<file path="config.mk">
export PLATFORM = sky130hd
export DESIGN_NAME = pq_req_arbiter
export DESIGN_NICKNAME = d
export VERILOG_FILES = /design/src/rtl/pq_pkg.sv /design/src/rtl/pq_rr_arb.sv /design/src/rtl/pq_req_arbiter.sv
export SDC_FILE = /design/constraint.sdc
export NUM_CORES = 1
export LEC_CHECK = 0
export BUFFER_PORTS_ARGS = -buffer_cell sky130_fd_sc_hd__buf_2
export CELL_PAD_IN_SITES_DETAIL_PLACEMENT = 0
export CELL_PAD_IN_SITES_GLOBAL_PLACEMENT = 1
export CORE_ASPECT_RATIO = 0.5
export CORE_MARGIN = 2
export CORE_UTILIZATION = 30
export CTS_BUF_LIST = sky130_fd_sc_hd__clkbuf_4 sky130_fd_sc_hd__clkbuf_8 sky130_fd_sc_hd__clkbuf_16
export CTS_CLUSTER_DIAMETER = 120
export DETAILED_ROUTE_END_ITERATION = 10
export PLACE_DENSITY_LB_ADDON = 0.1
export REMOVE_ABC_BUFFERS = 1
export SLEW_MARGIN = 20
export SYNTH_ARGS = -nofsm -noshare
export SYNTH_HDL_FRONTEND = slang
export SYNTH_SLANG_ARGS = --single-unit
</file>
<file path="constraint.sdc">
create_clock -name clk_i -period 6 [get_ports clk_i]
set_clock_uncertainty 0.15 [all_clocks]
set_input_delay 0.9 -clock clk_i [delete_from_list [all_inputs] [get_ports clk_i]]
set_output_delay 0.9 -clock clk_i [all_outputs]
set_load 0.02 [all_outputs]
</file>
<file path="src/rtl/pq_pkg.sv">
// Shared types for the priority-queue block: command opcodes, the response
// tag layout and the per-operation legality rule used by the request arbiter.
package pq_pkg;

  localparam int QUEUE_DEPTH = 16;
  localparam int DATA_WIDTH  = 32;
  localparam int PQ_NREQ     = 4;
  localparam int PQ_IDX_W    = $clog2(PQ_NREQ);

  typedef enum logic [1:0] {
    OP_NONE = 2'd0,
    OP_PUSH = 2'd1,
    OP_POP  = 2'd2,
    OP_DROP = 2'd3
  } pq_op_e;

  typedef struct packed {
    logic                vld;
    logic [PQ_IDX_W-1:0] idx;
    pq_op_e              op;
  } pq_tag_t;

  // A command may be granted only when the queue can take that operation now.
  function automatic logic op_legal(pq_op_e op, logic push_rdy, logic pop_rdy,
                                    logic drop_rdy, logic empty);
    case (op)
      OP_PUSH: return push_rdy;
      OP_POP:  return pop_rdy & ~empty;
      OP_DROP: return drop_rdy;
      default: return 1'b0;
    endcase
  endfunction

endpackage

</file>
<file path="src/rtl/pq_rr_arb.sv">
// Combinational round-robin picker: first asserted request at or after ptr,
// wrapping modulo NREQ. Returns a one-hot grant plus its binary index.
module pq_rr_arb #(
  parameter int NREQ  = 4,
  parameter int IDX_W = $clog2(NREQ)
) (
  input  logic [NREQ-1:0]  req,
  input  logic [IDX_W-1:0] ptr,
  output logic [NREQ-1:0]  gnt,
  output logic [IDX_W-1:0] idx,
  output logic             found
);

  int pos;

  always_comb begin
    gnt   = '0;
    idx   = '0;
    found = 1'b0;
    pos   = 0;
    for (int k = 0; k < NREQ; k++) begin
      pos = int'(ptr) + k;
      if (pos >= NREQ) pos = pos - NREQ;
      if (!found && req[pos]) begin
        found    = 1'b1;
        gnt[pos] = 1'b1;
        idx      = IDX_W'(pos);
      end
    end
  end

endmodule

</file>
<file path="src/rtl/pq_req_arbiter.sv">
// Shares one priority queue among NREQ requesters: round-robin command grant
// gated by queue readiness, with a tag pipe that routes responses back.
module pq_req_arbiter
  import pq_pkg::*;
#(
  parameter int NREQ     = PQ_NREQ,
  parameter int DEPTH    = QUEUE_DEPTH,
  parameter int DW       = DATA_WIDTH,
  parameter int RESP_LAT = 1,
  localparam int ID_W    = $clog2(DEPTH) + 1
) (
  input  logic               clk_i,
  input  logic               rst_ni,
  input  logic [NREQ-1:0]    req_vld_i,
  input  logic [NREQ*2-1:0]  req_op_i,
  input  logic [NREQ*DW-1:0] req_data_i,
  input  logic [NREQ*ID_W-1:0] req_drop_id_i,
  output logic [NREQ-1:0]    req_rdy_o,
  output logic [NREQ-1:0]    rsp_vld_o,
  output logic [ID_W-1:0]    rsp_id_o,
  output logic [DW-1:0]      rsp_data_o,
  output logic               pq_push_o,
  output logic               pq_pop_o,
  output logic               pq_drop_o,
  output logic [ID_W-1:0]    pq_drop_id_o,
  output logic [DW-1:0]      pq_data_o,
  input  logic               pq_push_rdy_i,
  input  logic               pq_pop_rdy_i,
  input  logic               pq_drop_rdy_i,
  input  logic               pq_empty_i,
  input  logic [ID_W-1:0]    pq_push_id_i,
  input  logic [DW-1:0]      pq_data_i
);

  localparam int IDX_W = $clog2(NREQ);

  typedef struct packed {
    logic             vld;
    logic [IDX_W-1:0] idx;
    pq_op_e           op;
  } tag_t;

  logic [NREQ-1:0]  elig;
  logic [NREQ-1:0]  gnt;
  logic [IDX_W-1:0] gnt_idx;
  logic             gnt_any;
  logic [IDX_W-1:0] ptr;
  pq_op_e           gnt_op;
  logic [DW-1:0]    data_sel;
  logic [ID_W-1:0]  drop_sel;
  tag_t             tag_p [RESP_LAT];
  tag_t             tag_tail;
  logic [NREQ-1:0]  rsp_vld_d;
  logic [ID_W-1:0]  rsp_id_d;
  logic [DW-1:0]    rsp_data_d;

  // Grant is gated by reset so nothing leaks out while the block is held in reset.
  always_comb begin
    elig = '0;
    for (int i = 0; i < NREQ; i++) begin
      elig[i] = rst_ni & req_vld_i[i]
              & op_legal(pq_op_e'(req_op_i[2*i +: 2]), pq_push_rdy_i,
                         pq_pop_rdy_i, pq_drop_rdy_i, pq_empty_i);
    end
  end

  pq_rr_arb #(.NREQ(NREQ), .IDX_W(IDX_W)) u_rr_arb (
    .req   (elig),
    .ptr   (ptr),
    .gnt   (gnt),
    .idx   (gnt_idx),
    .found (gnt_any)
  );

  always_comb begin
    gnt_op   = OP_NONE;
    data_sel = '0;
    drop_sel = '0;
    for (int i = 0; i < NREQ; i++) begin
      if (gnt[i]) begin
        gnt_op   = pq_op_e'(req_op_i[2*i +: 2]);
        data_sel = req_data_i[i*DW +: DW];
        drop_sel = req_drop_id_i[i*ID_W +: ID_W];
      end
    end
  end

  assign req_rdy_o    = gnt;
  assign pq_push_o    = (gnt_op == OP_PUSH);
  assign pq_pop_o     = (gnt_op == OP_POP);
  assign pq_drop_o    = (gnt_op == OP_DROP);
  assign pq_data_o    = pq_push_o ? data_sel : '0;
  assign pq_drop_id_o = pq_drop_o ? drop_sel : '0;

  always_ff @(posedge clk_i or negedge rst_ni) begin
    if (!rst_ni) begin
      ptr <= '0;
    end else if (gnt_any) begin
      ptr <= (gnt_idx == IDX_W'(NREQ - 1)) ? '0 : gnt_idx + 1'b1;
    end
  end

  // Stage 0 captures the grant; the tail lines up with the queue's response.
  always_ff @(posedge clk_i or negedge rst_ni) begin
    if (!rst_ni) begin
      for (int k = 0; k < RESP_LAT; k++) tag_p[k] <= '0;
    end else begin
      tag_p[0] <= '{vld: gnt_any, idx: gnt_idx, op: gnt_op};
      for (int k = 1; k < RESP_LAT; k++) tag_p[k] <= tag_p[k-1];
    end
  end

  assign tag_tail = tag_p[RESP_LAT-1];

  always_comb begin
    rsp_vld_d  = '0;
    rsp_id_d   = '0;
    rsp_data_d = '0;
    if (tag_tail.vld && tag_tail.op == OP_PUSH) begin
      rsp_vld_d[tag_tail.idx] = 1'b1;
      rsp_id_d                = pq_push_id_i;
    end else if (tag_tail.vld && tag_tail.op == OP_POP) begin
      rsp_vld_d[tag_tail.idx] = 1'b1;
      rsp_data_d              = pq_data_i;
    end
  end

  // Response register stage
  always_ff @(posedge clk_i or negedge rst_ni) begin
    if (!rst_ni) begin
      rsp_vld_o  <= '0;
      rsp_id_o   <= '0;
      rsp_data_o <= '0;
    end else begin
      rsp_vld_o  <= rsp_vld_d;
      rsp_id_o   <= rsp_id_d;
      rsp_data_o <= rsp_data_d;
    end
  end

endmodule

</file>
==> summary.md <==
| Metric | Value |
|---|---|
| R2R Path Start | `ptr[1]$_DFFE_PN0P_` |
| Placed inst area | `5470 um2` |
| Routed WL per cell | `16.1 um` |
| Final routed DRC violation total | `0` |
| Critical Path AT | `4.32 ns` |
| H-tree depth | `2` |
| Vias | `about 4600` |
| CTS Sinks | `48` |
| Worst setup SP type | `primary input` |
| Count leader, synth | `nand2_1` |
| Worst hold path startpoint | `tag_p[2]$_DFF_PN0_` |
| Initial antenna violation count | `0` |
| Pre-antenna DRT Iters | `4` |
| R2r endpoint | `tag_p[0]$_DFF_PN0_` |
| Clk root buf | `clkbuf_16` |
| Vias in the first global route | `4538` |
| Total CTS buffers | `5` |
| Final TNS setup | `0 ns` |
| Crit path max fanout | `39` |
| Syn avg cell area | `8.15 um2` |
| # diodes | `0` |
| Most frequently used flop master after synthesis | `dfrtp_1` |
| Layout Nets | `approximately 950` |
| GRT Util Overall | `20.0%` |
| Yosys warning total | `0` |
| Total wire length | `14800 um` |
| Die Wd | `around 170 um` |
| Core area | `about 13000 um2` |
| Final Hold Vio Count | `0` |
| Initial Util | `between 30% and 40%` |
| IO Pins | `approximately 290` |
| Skew-Pair Late Insertion Delay | `0.28 ns` |
| Worst-Margin Slew | `0.879 ns` |
| Worst hold path type | `flip-flop to flip-flop` |
| GP Congestion | `0.880` |
| Worst reg2reg path depth | `12` |
| DP Cell Count | `907` |
| Max capacitance violation total | `0` |
| Final core utilization | `44.4%` |
| Final instance area | `5640 um2` |
| Hold-fix buffers, CTS | `0` |
| Unrepaired setup endpoints after global routing | `no` |
| Layout area overhead | `44.0%` |
| Setup Crit Path Kind | `primary input to primary output` |
| Post-CTS setup buffers | `0` |
| Worst Hold End | `rsp_vld_o[2]$_DFF_PN0_` |
| Outcome | `finished clean` |
| Die area | `14000 um2` |
| Antenna Violating Nets Remaining | `0` |
| Seq/Total Area, Yosys | `30.7%` |
| Initial DRC Count | `325` |
| CTS tree | `built` |
| Global route overflow | `0` |
| Max Root-Sink Buffers | `2` |
| Layout Cells excl Fill | `slightly above 900` |
| Crit. End Element | `primary output` |
| Synth cell types | `55` |
| First-pass GRT wire length | `between 20000 and 25000 um` |
| Fmax | `186 MHz` |
| Synth top area cells | `dfrtp_1, a211oi_2, nand2_1` |
| Slew margin rel. | `41.3%` |
| Reg clk slew, reported paths | `0.06 ns` |
| WHS Path Cells | `1` |
| CTS resizes | `0` |
| Vias/cell | `5.05` |
| Leading area contributor after synthesis | `dfrtp_1` |
| Seq cells post-synth | `48` |
| Port bufs | `287` |
| EDFF count, synth | `0` |
| Pins Over Slew Limit | `0` |
| Final setup fails | `0` |
| Hpwl dp | `11100 um` |
| Top post-synthesis cells by count | `nand2_1, o21ai_0, dfrtp_1, nand3_1, and2_1` |
| Reg-to-reg slack, setup | `2.20 ns` |
| Cells after Synth | `481` |
| Asr flop ratio synth | `100%` |
| Synth top area share | `30.7%` |
| Synthesized cell area | `a little under 4000 um2` |
| Post-route minimum period | `5.37 ns` |
| Die Span Y | `84.8 um` |
| FP Rows | `29` |
| Tcrit/Tclk final | `89.4%` |
| CP required | `~5.0 ns` |
| Largest net degree at the start of global routing | `63` |
| Layout cells sized above 1 | `between 50 and 60%` |
worst max-delay path, stage by stage:
cell and delay [ns]:
buf_2 0.12, or3b_1 0.38, a311oi_2 0.46, o2111a_1 0.31, or2_2 0.21, o311ai_1 0.14, a22oi_2 0.20, buf_4 0.39
nor2_1 0.08, a211o_2 0.38, inv_2 0.18, buf_12 0.25, and2_1 0.15, buf_2 0.15
per-stage QoR:
| stage | hold WS (ns) | worst slack (ns) |
|---|---|---|
| floorplan | 0.285 | -0.592 |
| global placement | 0.308 | 0.651 |
| detailed placement | 0.316 | 0.648 |
| CTS | 0.327 | 0.633 |
| global route | 0.354 | 0.386 |
| finish | 0.326 | 0.634 |
routing by layer:
| metal | vias up | routed length, um | GRT usage [%] |
|---|---|---|---|
| li1 | 2273 | - | - |
| met1 | 2157 | 6380 | 25.6 |
| met2 | 179 | 7250 | 36.1 |
| met3 | 13 | 956 | 3.36 |
| met4 | 0 | 168 | 3.95 |
| met5 | - | 0 | 0 |
cells in the final DEF (no fill, tap or decap), types with 3 or more instances in the layout:
cell type,count
buf_2,287
nand2_1,93
o21ai_0,49
dfrtp_1,48
nand3_1,42
and2_1,39
a31o_2,37
a211oi_2,28
buf_4,12
nor2_1,11
a211oi_1,10
ha_1,7
inv_1,5
clkbuf_16,5
o22ai_1,4
o22a_1,4
inv_2,4
a21oi_1,3
mux2i_1,3
nand3b_1,3
and3_1,3
area by class of cell:
type	instances	area [um2]
timing repair buffer	300	1550
inverter	10	37.5
tap	170	213
fill	1339	7060
clock buffer	6	139
sequential	48	1200
clock inverter	2	38.8
multi-input combinational	379	2470
worst max path at each step:
stage,start,end,cells after the start
final,req_op_i[0],pq_pop_o,14
after CTS,req_op_i[0],pq_pop_o,14
after floorplan,req_op_i[0],pq_pop_o,10
after global routing,ptr[1]$_DFFE_PN0P_,pq_pop_o,14
after detailed placement,req_op_i[0],pq_pop_o,14
after global placement,req_op_i[0],pq_drop_id_o[1],13
cells by family (layout without fill, tap and decap cells):
kind of cell / count (synthesis) / after routing / synth area share, %
AO/OA/AOI/OAI: 163 / 163 / 34.2
XOR/XNOR: 2 / 2 / 0.447
adder cells (fa/ha/maj): 7 / 7 / 2.23
buffers and inverters: 54 / 318 / 6.74
flip-flops: 48 / 48 / 30.7
multiplexers: 3 / 3 / 0.766
AND/OR/NAND/NOR: 204 / 204 / 25.0
registers in the layout (all words and copies together) (netlist names), named ones only:
register / flops
ptr: 1
rsp_vld_o: 4
rsp_data_o: 32
tag_p: 5
rsp_id_o: 5
Power is not shown: default switching activity piles up to over one toggle a cycle in this logic, so the estimate is an artifact.
